<file path="src/rtl/int_ctrl51_if.sv">
// CPU-side request channel of the 8051 interrupt controller.
// master = controller (drives irq/vector/irq_src), slave = instruction sequencer.
interface int_ctrl51_if;
   logic        irq;
   logic [15:0] vector;
   logic [2:0]  irq_src;
   logic        ack;
   logic        reti;

   modport master (output irq, vector, irq_src, input ack, reti);
   modport slave  (input irq, vector, irq_src, output ack, reti);
endinterface

</file>
<file path="src/rtl/int_ctrl51.sv">
// 8051 interrupt controller: five sources, IE/IP gating, two nesting levels,
// one registered request at a time with vector, in-service tracking until RETI.
module int_ctrl51 #(
   parameter logic [15:0] VEC_BASE = 16'h0003,
   parameter int          VEC_STEP = 8
) (
   input  logic        CLK,
   input  logic        resetn,
   input  logic        int0_n,
   input  logic        int1_n,
   input  logic        it0,
   input  logic        it1,
   input  logic        tf0_set,
   input  logic        tf1_set,
   input  logic        ri,
   input  logic        ti,
   input  logic [7:0]  ie,
   input  logic [7:0]  ip,
   input  logic [3:0]  flag_clr,
   int_ctrl51_if.master cpu,
   output logic        ie0,
   output logic        tf0,
   output logic        ie1,
   output logic        tf1,
   output logic [1:0]  in_service
);

   typedef enum logic {IDLE, REQ} state_t;

   state_t      state;
   logic [2:0]  x0, x1;          // [1:0] synchronizer, [2] previous synced value
   logic        irq_r, lvl;
   logic [15:0] vec_r;
   logic [2:0]  src_r;
   logic [4:0]  pend, elig, hi, lo;
   logic [2:0]  win;
   logic        win_v, take;
   logic [3:0]  clr;
   logic [1:0]  ins_nxt;
   logic        unused_bits;

   assign unused_bits = ^{ie[6:5], ip[7:5]};

   assign take = (state == REQ) & cpu.ack;
   assign clr  = flag_clr | ({4{take}} & (4'b0001 << src_r));

   always_ff @(posedge CLK or negedge resetn) begin
      if (!resetn) begin
         x0 <= 3'b111;
         x1 <= 3'b111;
      end else begin
         x0 <= {x0[1:0], int0_n};
         x1 <= {x1[1:0], int1_n};
      end
   end

   // Set beats a same-cycle clear for both edge and timer flags.
   always_ff @(posedge CLK or negedge resetn) begin
      if (!resetn) begin
         ie0 <= 1'b0;
         ie1 <= 1'b0;
         tf0 <= 1'b0;
         tf1 <= 1'b0;
      end else begin
         if (!it0)                   ie0 <= ~x0[1];
         else if (x0[2] & ~x0[1])    ie0 <= 1'b1;
         else if (clr[0])            ie0 <= 1'b0;
         if (!it1)                   ie1 <= ~x1[1];
         else if (x1[2] & ~x1[1])    ie1 <= 1'b1;
         else if (clr[2])            ie1 <= 1'b0;
         if (tf0_set)                tf0 <= 1'b1;
         else if (clr[1])            tf0 <= 1'b0;
         if (tf1_set)                tf1 <= 1'b1;
         else if (clr[3])            tf1 <= 1'b0;
      end
   end

   assign pend = {ri | ti, tf1, ie1, tf0, ie0} & ie[4:0] & {5{ie[7]}};
   assign elig = in_service[1] ? 5'b0 : (in_service[0] ? (pend & ip[4:0]) : pend);
   assign hi   = elig & ip[4:0];
   assign lo   = elig & ~ip[4:0];

   // Descending scans so the lowest index wins; high level overrides low.
   always_comb begin
      win   = 3'd0;
      win_v = |elig;
      for (int i = 4; i >= 0; i--)
         if (lo[i]) win = 3'(i);
      for (int i = 4; i >= 0; i--)
         if (hi[i]) win = 3'(i);
   end

   // RETI retires the innermost level before a same-cycle ack opens a new one.
   always_comb begin
      ins_nxt = in_service;
      if (cpu.reti) begin
         if (ins_nxt[1]) ins_nxt[1] = 1'b0;
         else            ins_nxt[0] = 1'b0;
      end
      if (take) ins_nxt[lvl] = 1'b1;
   end

   always_ff @(posedge CLK or negedge resetn) begin
      if (!resetn) begin
         state      <= IDLE;
         irq_r      <= 1'b0;
         vec_r      <= 16'h0000;
         src_r      <= 3'd0;
         lvl        <= 1'b0;
         in_service <= 2'b00;
      end else begin
         in_service <= ins_nxt;
         case (state)
            IDLE: if (win_v) begin
               src_r <= win;
               lvl   <= ip[win];
               vec_r <= VEC_BASE + 16'(win) * 16'(VEC_STEP);
               irq_r <= 1'b1;
               state <= REQ;
            end
            REQ: if (cpu.ack || !pend[src_r]) begin
               irq_r <= 1'b0;
               state <= IDLE;
            end
            default: state <= IDLE;
         endcase
      end
   end

   assign cpu.irq     = irq_r;
   assign cpu.vector  = vec_r;
   assign cpu.irq_src = src_r;

endmodule
</file>
<file path="src/flat_wrapper.sv">
// flat-port wrapper written by rule: the top's interface ports become plain ports
module int_ctrl51_flat 
#(
   parameter logic [15:0] VEC_BASE = 16'h0003,
   parameter int          VEC_STEP = 8
)
  (CLK, resetn, int0_n, int1_n, it0, it1, tf0_set, tf1_set, ri, ti, ie, ip, flag_clr, ie0, tf0, ie1, tf1, in_service, cpu_irq, cpu_vector, cpu_irq_src, cpu_ack, cpu_reti);
  int_ctrl51_if cpu_i ();
  input  logic CLK;
  input  logic resetn;
  input  logic int0_n;
  input  logic int1_n;
  input  logic it0;
  input  logic it1;
  input  logic tf0_set;
  input  logic tf1_set;
  input  logic ri;
  input  logic ti;
  input  logic [7:0] ie;
  input  logic [7:0] ip;
  input  logic [3:0] flag_clr;
  output logic ie0;
  output logic tf0;
  output logic ie1;
  output logic tf1;
  output logic [1:0] in_service;
  output wire logic [$bits(cpu_i.irq)-1:0] cpu_irq;
  output wire logic [$bits(cpu_i.vector)-1:0] cpu_vector;
  output wire logic [$bits(cpu_i.irq_src)-1:0] cpu_irq_src;
  input wire logic [$bits(cpu_i.ack)-1:0] cpu_ack;
  input wire logic [$bits(cpu_i.reti)-1:0] cpu_reti;
  assign cpu_irq = cpu_i.irq;
  assign cpu_vector = cpu_i.vector;
  assign cpu_irq_src = cpu_i.irq_src;
  assign cpu_i.ack = cpu_ack;
  assign cpu_i.reti = cpu_reti;
  int_ctrl51 #(.VEC_BASE(VEC_BASE), .VEC_STEP(VEC_STEP)) u_core (.CLK(CLK), .resetn(resetn), .int0_n(int0_n), .int1_n(int1_n), .it0(it0), .it1(it1), .tf0_set(tf0_set), .tf1_set(tf1_set), .ri(ri), .ti(ti), .ie(ie), .ip(ip), .flag_clr(flag_clr), .cpu(cpu_i), .ie0(ie0), .tf0(tf0), .ie1(ie1), .tf1(tf1), .in_service(in_service));
endmodule
</file>
<file path="config.mk">
export PLATFORM = sky130hd
export DESIGN_NAME = int_ctrl51_flat
export DESIGN_NICKNAME = d
export VERILOG_FILES = /design/src/rtl/int_ctrl51_if.sv /design/src/rtl/int_ctrl51.sv /design/src/flat_wrapper.sv
export SDC_FILE = /design/constraint.sdc
export NUM_CORES = 1
export LEC_CHECK = 0
export ABC_AREA = 1
export CAP_MARGIN = 20
export CORE_AREA = 2 2 60 62
export DETAILED_ROUTE_END_ITERATION = 8
export DIE_AREA = 0 0 62 64
export PLACE_DENSITY = 0.76
export SETUP_SLACK_MARGIN = 0.02
export SKIP_CTS_REPAIR_TIMING = 1
export SYNTH_ARGS = -nofsm -noshare
export SYNTH_HDL_FRONTEND = slang
export SYNTH_SLANG_ARGS = --single-unit
</file>
<file path="constraint.sdc">
create_clock -name CLK -period 2.1 [get_ports CLK]
set_clock_uncertainty 0.2 [all_clocks]
set_input_delay 0.525 -clock CLK [delete_from_list [all_inputs] [get_ports CLK]]
set_output_delay 0.525 -clock CLK [all_outputs]
set_load 0.02 [all_outputs]
</file>
==> results of run 1 <==
==> logic make-up (layout without fill, tap and decap cells) <==
logic type             count (synthesis)  count (layout)  share of synthesized area (%)
and+or+nand+nor                       85              85                          33.14
DFF                                   19              19                          37.40
AOI/OAI and AO/OA                     22              22                          11.43
other                                  1              11                         0.2904
buffers and inverters                 44              91                          17.73
==> per-layer routing <==
layer	global-route usage (%)	up-vias	part of all wire, %
li1	-	636	-
met4	5.053	0	1.8
met2	24.48	54	48
met1	22.28	544	42
met3	3.644	6	8.1
met5	0	-	0
==> area by class of cell <==
type                    instances  area [µm²]
multi-input cells             118       636.9
repair buffers                 59       590.6
well taps                      46       57.56
fillers                       305        1378
inverters                      28       105.1
clock inverters                 1       7.507
clock buffers                   3       22.52
flip-flops and latches         19       486.7
==> Yosys cell counts, drive strengths merged <==
cell type	number	area, µm²
nand2	47	201.4
inv	28	105.1
buf	16	123.9
nand3	16	95.09
nor2	16	85.08
dfrtp	13	325.3
o21ai	10	61.31
dfstp	6	157.7
a21oi	4	20.02
nand4	3	25.02
a31oi	2	12.51
nor3	2	15.01
a211oi	1	12.51
a21o	1	7.510
a31o	1	8.760
conb	1	3.750
nor4	1	6.260
o21bai	1	7.510
o32ai	1	8.760
o41ai	1	8.760
==> registers in the layout, summed over array words and instances, names as in the netlist <==
signal	cells
u_core.ie1	1
u_core.ie0	1
u_core.tf1	1
u_core.state	1
u_core.cpu.irq	1
u_core.cpu.irq_src	2
u_core.lvl	1
u_core.x0	3
u_core.tf0	1
u_core.cpu.vector	2
u_core.in_service	2
u_core.x1	3
==> critical path, stage by stage <==
cell and delay [ns]:
sky130_fd_sc_hd__clkdlybuf4s50_1 0.48, sky130_fd_sc_hd__inv_1 0.07, sky130_fd_sc_hd__a21oi_2 0.16, sky130_fd_sc_hd__nand3_2 0.11, sky130_fd_sc_hd__nand2_2 0.11, sky130_fd_sc_hd__inv_2 0.03, sky130_fd_sc_hd__nand2_1 0.05, sky130_fd_sc_hd__nand2_1 0.05
sky130_fd_sc_hd__nand2_2 0.08, sky130_fd_sc_hd__nand2_4 0.08, sky130_fd_sc_hd__nand2_4 0.08, sky130_fd_sc_hd__nand2_1 0.05, sky130_fd_sc_hd__nand3_1 0.06, sky130_fd_sc_hd__nand2_1 0.05, sky130_fd_sc_hd__nand2_1 0.06, sky130_fd_sc_hd__nand3_2 0.06
==> where the power goes <==
part | switching (mW) | leakage [nW] | internal, mW
clock network | 0.120 | 0.0139 | 0.0728
logic | 0.446 | 0.810 | 0.337
registers | 0.0983 | 0.214 | 0.454
==> final timing paths <==
kind                                                 from                     end  slack [ns]
setup / recovery                                    ip[4]  u_core.lvl$_DFFE_PN0P_       0.006
hold reg to reg                    u_core.x0[0]$_DFF_PN1_  u_core.x0[1]$_DFF_PN1_        0.16
setup reg to reg           u_core.in_service[1]$_DFF_PN0_  u_core.lvl$_DFFE_PN0P_        0.19
hold / removal                     u_core.x0[0]$_DFF_PN1_  u_core.x0[1]$_DFF_PN1_        0.16
min in group asynchronous                          resetn  u_core.tf0$_DFFE_PN0P_        0.34
max in group asynchronous                          resetn  u_core.x0[2]$_DFF_PN1_        1.10
==> results.md, run 1 <==
- TritonCTS buffer count: 3
- Clock transition at path regs: 0.11 ns
- # DRC: 0
- Synth Warn #: 0
- Global-route wire length before repair: 4.850 mm
- Data required time at the worst endpoint: 2.11 ns
- Pin count of the biggest net entering global routing: 20
- Final global-route overflow total: 0
- Clock Latency Late Sink: 0.31 ns
- CP startpoint kind: input port
- HP Class: reg2reg
- Std-Cell Rows: 21
- Mean post-synth cell area: 7.551 µm²
- CP Class: in2reg
- Ratio of cells with drive above 1 in the final layout: 27.63%
- Cell count after placement: 270
- CTS Sinks: 19
- Total wire length: 3.073 mm
- Final worst slack: 0.005665 ns
- Number of diodes added for antenna fixing: 0
- Portion of the post-synthesis area used by sequential elements: 37.40%
- RSZ-0062 raised after global routing: true
- Hold Slack: 0.1622 ns
- Die area: 3968 µm²
- Core area: 3284 µm²
- Total of buffers placed on input and output ports: 44
- Wire length per cell: 11.22 µm
- Cell area after synthesis: 1291 µm²
- Die width: 62 µm
- HPWL reported at the end of detailed placement: 2.443 mm
- Die boundary height: 64 µm
- Total negative setup slack: 0 ns
- Minimum clock period: 2.094 ns
- Post-layout utilization of the core: 58.06%
- Number of global-route vias before repair: 1096
- Antenna violations before repair: 0
- Cell chosen for the clock root: sky130_fd_sc_hd__clkbuf_4
- Leading cell types in the layout, fill and taps excluded: sky130_fd_sc_hd__nand2_1 (39), sky130_fd_sc_hd__clkdlybuf4s50_1 (29), sky130_fd_sc_hd__inv_1 (21)
- Via count: 1240
- PnR Total Power: 1.528 mW
- Num ports: 58
- Clock Path Buffers: 2
- Number of hold-slack violations in the final timing report: 0
- Max Cap Viol: 0
- Area of placed instances: 1815 µm²
- Number of nets in the finished design: 261
- CTS tree: yes
- Peak Freq: 477.5 MHz
- Number of distinct library cell variants in the gate-level netlist after synthesis: 30
- Leakage power of the design: 1.038 nW
- Total number of H-tree levels: 1
- Ratio of total power to cell area: 801.4 nW/µm²
- Ratio of routed vias to standard cells: 4.526
- Final setup violation count: 0
- Worst vdd ir: 0.5010 mV
- First-pass iteration count of the detailed router: 6
- Initial cell density of the core: 39.31%
- Cells on worst reg2reg path: 14
- Global routing usage summed across all routing layers: 16.10%
- Post-place setup slack: -0.4687 ns
- Area growth, synth to finish: 47.67%
- Min-Delay Path Depth: 0
- Final Non-Filler Cells: 274
- Flop and latch count out of synthesis: 19
- Final RePlAce weighted congestion: 0.8736
- Count of antenna-violating nets left after detailed routing: 0
- Number of design-rule violations left by the first detailed-router iteration: 54
- Sort of element at the end of the critical path: flop
- Final instance area: 1907 µm²
- Post-Synthesis Cells: 171
- Part of the cycle the worst path needs: 99.73%
- Most frequent standard cell in the layout excluding fill and tap cells: sky130_fd_sc_hd__nand2_1
- Data arrival time of the critical path: 2.10 ns
- Crit-path max FO: 5
- Pins Over Slew Limit: 0
- Status: completed
Power figures use the tool's default switching activity.
==> inputs of run 2 (changes only) <==
Settings changed: MAX_ROUTING_LAYER set to met4.
==> run 2 against run 1 <==
Effect of this change:
- core utilization is the same
- critical path depth shrank 2
- flip-flop and latch count is the same
- count of clock-buffer cells in the layout is the same
- via count shrank 0.73%
- largest cell class unchanged
- combinational power is essentially flat
- the flow now finishes with violations (setup timing)
==> results.md, run 2 (synthesis results as in run 1) <==
- Status: finished, violations left
- Violations in the final reports: setup timing
- Minimum clock period: 2.102 ns (+0.007495 ns)
- Ratio of routed vias to standard cells: 4.493 (-0.73%)
- Antenna violations before repair: 0 (unchanged)
- Number of design-rule violations left by the first detailed-router iteration: 74 (+37%)
- Max Cap Viol: 0 (unchanged)
- Global-route wire length before repair: 4.857 mm (+0.14%)
- TritonCTS buffer count: 3 (unchanged)
- Sort of element at the end of the critical path: flop
- Number of diodes added for antenna fixing: 0 (unchanged)
- Pins Over Slew Limit: 0 (unchanged)
- Final RePlAce weighted congestion: 0.8879 (+1.6%)
- Initial cell density of the core: 39.31% (unchanged)
- Final setup violation count: 1 (+1)
- Clock transition at path regs: 0.11 ns (about the same)
- Area growth, synth to finish: 47.67% (unchanged)
- Ratio of total power to cell area: 802.5 nW/µm² (+0.14%)
- Part of the cycle the worst path needs: 100.1% (+0.36 points)
- CP startpoint kind: input port
- Worst vdd ir: 0.5011 mV (about the same)
- Final global-route overflow total: 0 (unchanged)
- Post-place setup slack: -0.4687 ns (unchanged)
- Leading cell types in the layout, fill and taps excluded: sky130_fd_sc_hd__nand2_1 (39), sky130_fd_sc_hd__clkdlybuf4s50_1 (29), sky130_fd_sc_hd__inv_1 (20)
- RSZ-0062 raised after global routing: true
- Peak Freq: 475.8 MHz (-0.36%)
- Leakage power of the design: 1.036 nW (-0.21%)
- Die width: 62 µm (unchanged)
- Die area: 3968 µm² (unchanged)
- Num ports: 58 (unchanged)
- Count of antenna-violating nets left after detailed routing: 0 (unchanged)
- Crit-path max FO: 5 (unchanged)
- Std-Cell Rows: 21 (unchanged)
- Global routing usage summed across all routing layers: 16.56% (+0.46 points)
- Number of hold-slack violations in the final timing report: 0 (unchanged)
- Clock Latency Late Sink: 0.31 ns (about the same)
- CTS tree: yes
- Die boundary height: 64 µm (unchanged)
- Final worst slack: -0.001830 ns (-0.007495 ns)
- CTS Sinks: 19 (unchanged)
- Core area: 3284 µm² (unchanged)
- Regs by FF count: u_core.x0 x3, u_core.x1 x3
- Count of filler cells inserted in the layout: 305 (unchanged)
- CP Class: in2reg
- Post-layout utilization of the core: 58.06% (unchanged)
- HP Class: reg2reg
- First-pass iteration count of the detailed router: 4 (-2)
- Number of nets in the finished design: 261 (unchanged)
- Via count: 1231 (-0.73%)
- Ratio of cells with drive above 1 in the final layout: 28.07% (+0.44 points)
- Clock Path Buffers: 2 (unchanged)
- Total number of H-tree levels: 1 (unchanged)
- HPWL reported at the end of detailed placement: 2.443 mm (unchanged)
- Data arrival time of the critical path: 2.11 ns (about the same)
- Total of buffers placed on input and output ports: 44 (unchanged)
- Most frequent standard cell in the layout excluding fill and tap cells: sky130_fd_sc_hd__nand2_1
- Wire length per cell: 11.27 µm (+0.49%)
- Data required time at the worst endpoint: 2.11 ns (about the same)
- # DRC: 0 (unchanged)
- Total wire length: 3.088 mm (+0.49%)
- Pin count of the biggest net entering global routing: 20 (unchanged)
- Cell chosen for the clock root: sky130_fd_sc_hd__clkbuf_4
- Number of global-route vias before repair: 1094 (-0.18%)
==> run 2: cell types whose count changed in the layout (fill, tap and decap cells not counted) <==
cell and delta:
sky130_fd_sc_hd__inv_1 -1, sky130_fd_sc_hd__inv_2 +1
==> run 2: cell type report <==
cell class	instances	area (µm²)	area share [%]
repair buffers	59	590.6	30.97
clock inverters	1	7.507	0.3937
clock buffers	3	22.52	1.181
multi-input cells	118	636.9	33.40
well taps	46	57.56	3.018
inverters	28	105.1	5.512
flip-flops and latches	19	486.7	25.52
==> run 2: worst paths after layout <==
| check | start | endpoint | slack, ns | cells after the start |
|---|---|---|---|---|
| worst max-delay path | ie[2] | u_core.lvl$_DFFE_PN0P_ | -0.002 | 14 |
| worst min-delay path | u_core.x0[0]$_DFF_PN1_ | u_core.x0[1]$_DFF_PN1_ | 0.16 | 0 |
| worst max register to register | u_core.in_service[1]$_DFF_PN0_ | u_core.lvl$_DFFE_PN0P_ | 0.19 | 14 |
| worst min register to register | u_core.x0[0]$_DFF_PN1_ | u_core.x0[1]$_DFF_PN1_ | 0.16 | 0 |
| max in group asynchronous | resetn | u_core.x0[2]$_DFF_PN1_ | 1.10 | 2 |
| min in group asynchronous | resetn | u_core.tf0$_DFFE_PN0P_ | 0.34 | 2 |
==> run 2: through the flow <==
stage | total power [mW] | TNS [ns] | instances | hold slack (ns) | area [µm²]
4_1_cts | 1.537 | -0.9950 | 274 | 0.1644 | 1846
2_1_floorplan | 1.054 | 0 | 181 | 0.02941 | 1329
5_1_grt | 1.657 | -0.1377 | 274 | 0.1750 | 1907
3_3_place_gp | 1.327 | -2.521 | 270 | 0.1461 | 1815
3_5_place_dp | 1.337 | -2.666 | 270 | 0.1472 | 1815
6_report | 1.530 | -0.001830 | 274 | 0.1622 | 1907
==> run 2: report_power, final <==
part	internal (mW)	switching, mW
combinational	0.337	0.447
clock	0.0728	0.120
sequential	0.454	0.0992
==> run 2: routing by layer <==
layer | GRT usage (%) | wire [µm] | share of wire [%]
met1 | 22.41 | 1305 | 42
met2 | 24.48 | 1500 | 49
met3 | 3.644 | 227 | 7.4
met4 | 5.053 | 55 | 1.8
met5 | - | 0 | 0
==> run 2: worst max-delay path: stages <==
cell	delay (ns)
sky130_fd_sc_hd__clkdlybuf4s50_1	0.45
sky130_fd_sc_hd__nand2_1	0.06
sky130_fd_sc_hd__nor2_2	0.14
sky130_fd_sc_hd__inv_2	0.06
sky130_fd_sc_hd__a211oi_2	0.19
sky130_fd_sc_hd__nand2_1	0.13
sky130_fd_sc_hd__nand2_2	0.12
sky130_fd_sc_hd__nand2_4	0.08
sky130_fd_sc_hd__nand2_4	0.08
sky130_fd_sc_hd__nand2_1	0.05
sky130_fd_sc_hd__nand3_1	0.06
sky130_fd_sc_hd__nand2_1	0.05
sky130_fd_sc_hd__nand2_1	0.06
sky130_fd_sc_hd__nand3_2	0.06
==> inputs of run 3 (changes only) <==
Settings changed: HOLD_SLACK_MARGIN set to 0.1, MAX_ROUTING_LAYER met4 to unset, PLACE_DENSITY 0.76 to 0.77.
==> run 3 against run 2 <==
Effect of this change:
- the flow still finishes with violations (setup timing)
- power increased by 2.1%
- combinational power grew 4.8%
- global-route usage is 0.34 points lower
- critical path type unchanged
- largest cell class unchanged
- highest routed layer unchanged
==> results.md, run 3 (synthesis results as in run 1) <==
- Switch share: 44.19% (+0.67 points)
- Data required time at the worst endpoint: 2.11 ns (about the same)
- Final RePlAce weighted congestion: 0.8123 (-8.5%)
- Global-route wire length before repair: 4.892 mm (+0.72%)
- Final Non-Filler Cells: 275 (+0.36%)
- Number of design-rule violations left by the first detailed-router iteration: 39 (-47%)
- Std-Cell Rows: 21 (unchanged)
- Die area: 3968 µm² (unchanged)
- Clock Path Buffers: 2 (unchanged)
- Cell chosen for the clock root: sky130_fd_sc_hd__clkbuf_4
- Switching component of the power: 0.6907 mW (+3.7%)
- TritonCTS buffer count: 3 (unchanged)
- Global routing usage summed across all routing layers: 16.21% (-0.34 points)
- Delay of the slowest critical-path stage: 0.45 ns (about the same)
- Total negative setup slack: -0.02495 ns (-0.02312 ns)
- Core area: 3284 µm² (unchanged)
- Cell count after placement: 271 (+0.37%)
- Number of global-route vias before repair: 1114 (+1.8%)
- Pins Over Slew Limit: 0 (unchanged)
- Combined area of the multi-input logic cells: 656.9 µm² (+3.1%)
- CTS Sinks: 19 (unchanged)
- Leading cell types in the layout, fill and taps excluded: sky130_fd_sc_hd__nand2_1 (38), sky130_fd_sc_hd__clkdlybuf4s50_1 (30), sky130_fd_sc_hd__inv_1 (21)
- Hold Slack: 0.1687 ns (+0.006490 ns)
- Violations in the final reports: setup timing
- Cell depth of the worst setup path: 14 (unchanged)
- Via count: 1238 (+0.57%)
- # DRC: 0 (unchanged)
- Clock Latency Late Sink: 0.30 ns (about the same)
- Status: finished, violations left
- Regs by FF count: u_core.x0 x3, u_core.x1 x3
- Final worst slack: -0.02495 ns (-0.02312 ns)
- Slowest cell on crit path: sky130_fd_sc_hd__clkdlybuf4s50_1
- Minimum clock period: 2.125 ns (+0.02312 ns)
- Cell chain of the critical path: clkdlybuf4s50_1 -> nand2_1 -> nor2_2 -> inv_2 -> a211oi_2 -> nand2_1 -> nand2_2 -> nand2_4 -> nand2_4 -> nand2_1 -> nand3_1 -> nand2_1 -> nand2_1 -> nand3_2
- First-pass iteration count of the detailed router: 4 (unchanged)
- Data arrival time of the critical path: 2.13 ns (+0.02 ns)
- Logic gate share of total power: 52.6% (+1.3 points)
- HPWL reported at the end of detailed placement: 2.432 mm (-0.43%)
- Pin count of the biggest net entering global routing: 20 (unchanged)
- Cells on worst reg2reg path: 14 (unchanged)
- Sort of element at the end of the critical path: flop
- Number of hold-slack violations in the final timing report: 0 (unchanged)
- Peak Freq: 470.6 MHz (-1.1%)
- Sequential share of power: 35.3% (-0.9 points)
- Total number of H-tree levels: 1 (unchanged)
- Area growth, synth to finish: 49.52%
- Antenna violations before repair: 0 (unchanged)
- Leakage power of the design: 1.042 nW (+0.60%)
- Min-Delay Path Depth: 0 (unchanged)
- Number of nets in the finished design: 262 (+0.38%)
- Clock transition at path regs: 0.11 ns (about the same)
- Sequential cell area in the final layout: 485.5 µm² (-0.26%)
- Total wire length: 3.129 mm (+1.3%)
- Final global-route overflow total: 0 (unchanged)
- PnR Total Power: 1.563 mW (+2.1%)
- Post-place setup slack: -0.4711 ns (-0.002475 ns)
- Wire length per cell: 11.38 µm (+0.96%)
- Number of diodes added for antenna fixing: 0 (unchanged)
- Crit path buffers/inverters: 2 (unchanged)
- Clock power frac: 12.2% (-0.4 points)
- Initial cell density of the core: 39.31% (unchanged)
- CTS tree: yes
- Total of buffers placed on input and output ports: 44 (unchanged)
- Num ports: 58 (unchanged)
- Crit-path max FO: 5 (unchanged)
- Ratio of total power to cell area: 809.6 nW/µm² (+0.89%)
- Internal portion of total power: 0.8724 mW (+0.94%)
- Final setup violation count: 1 (unchanged)
- Ratio of cells with drive above 1 in the final layout: 28.38% (+0.31 points)
- HP Class: reg2reg
- Die boundary height: 64 µm (unchanged)
- Worst vdd ir: 0.5758 mV (+15%)
- Die width: 62 µm (unchanged)
- Most frequent standard cell in the layout excluding fill and tap cells: sky130_fd_sc_hd__nand2_1
- Count of antenna-violating nets left after detailed routing: 0 (unchanged)
- Ratio of routed vias to standard cells: 4.502 (+0.20%)
- Part of the cycle the worst path needs: 101.2% (+1.1 points)
- RSZ-0062 raised after global routing: true
- Count of filler cells inserted in the layout: 294 (-3.6%)
- Kind of cell adding the most delay to the critical path: simple AND/OR/NAND/NOR gates
- Max Cap Viol: 0 (unchanged)
- CP startpoint kind: input port
- Library cell appearing most often on the critical path: sky130_fd_sc_hd__nand2_1
- CP Class: in2reg
==> run 3: per-layer routing <==
metal  part of all wire, %  up-vias  global-route usage (%)  wire length [µm]
met4                  0.96        0                   2.394                30
met3                   6.3        4                   4.453               198
li1                      -      637                       -                 -
met5                     0        -                       0                 0
met1                    43      559                   21.62              1361
met2                    49       38                   26.30              1538
==> run 3: worst register-to-register path, delay by kind of cell (launching register included) <==
kind / cells / cell delay (ns)
buffers and inverters: 1 / 0.15
flip-flops: 1 / 0.47
AND/OR/NAND/NOR: 13 / 1.01
==> run 3: worst paths after layout <==
path,end,from,slack [ns]
setup / recovery,u_core.lvl$_DFFE_PN0P_,ie[2],-0.02
hold / removal,u_core.x1[1]$_DFF_PN1_,u_core.x1[0]$_DFF_PN1_,0.17
setup reg to reg,u_core.lvl$_DFFE_PN0P_,u_core.in_service[1]$_DFF_PN0_,0.18
hold reg to reg,u_core.x1[1]$_DFF_PN1_,u_core.x1[0]$_DFF_PN1_,0.17
max in group asynchronous,u_core.x0[2]$_DFF_PN1_,resetn,1.09
min in group asynchronous,u_core.tf0$_DFFE_PN0P_,resetn,0.34
==> run 3: cell type report <==
cell class | instances | area share, %
inverters | 28 | 5.444
multi-input cells | 118 | 34.02
clock inverters | 1 | 0.3889
well taps | 46 | 2.981
repair buffers | 60 | 30.85
flip-flops and latches | 19 | 25.15
clock buffers | 3 | 1.167
==> run 3: power groups by stage <==
stage          Combinational (mW)  Clock [mW]  Sequential, mW
4_1_cts                     0.796       0.194           0.545
3_5_place_dp                0.790           0           0.550
5_1_grt                     0.896       0.219           0.564
3_3_place_gp                0.777           0           0.550
6_report                    0.822       0.190           0.551
2_1_floorplan               0.456           0           0.598
==> run 3: stage by stage <==
step	utilization (%)	area [µm²]
final	58.78	1931
after global routing	58.78	1931
after CTS	56.42	1853
after detailed placement	55.50	1823
after global placement	55.50	1823
after floorplan	-	1329
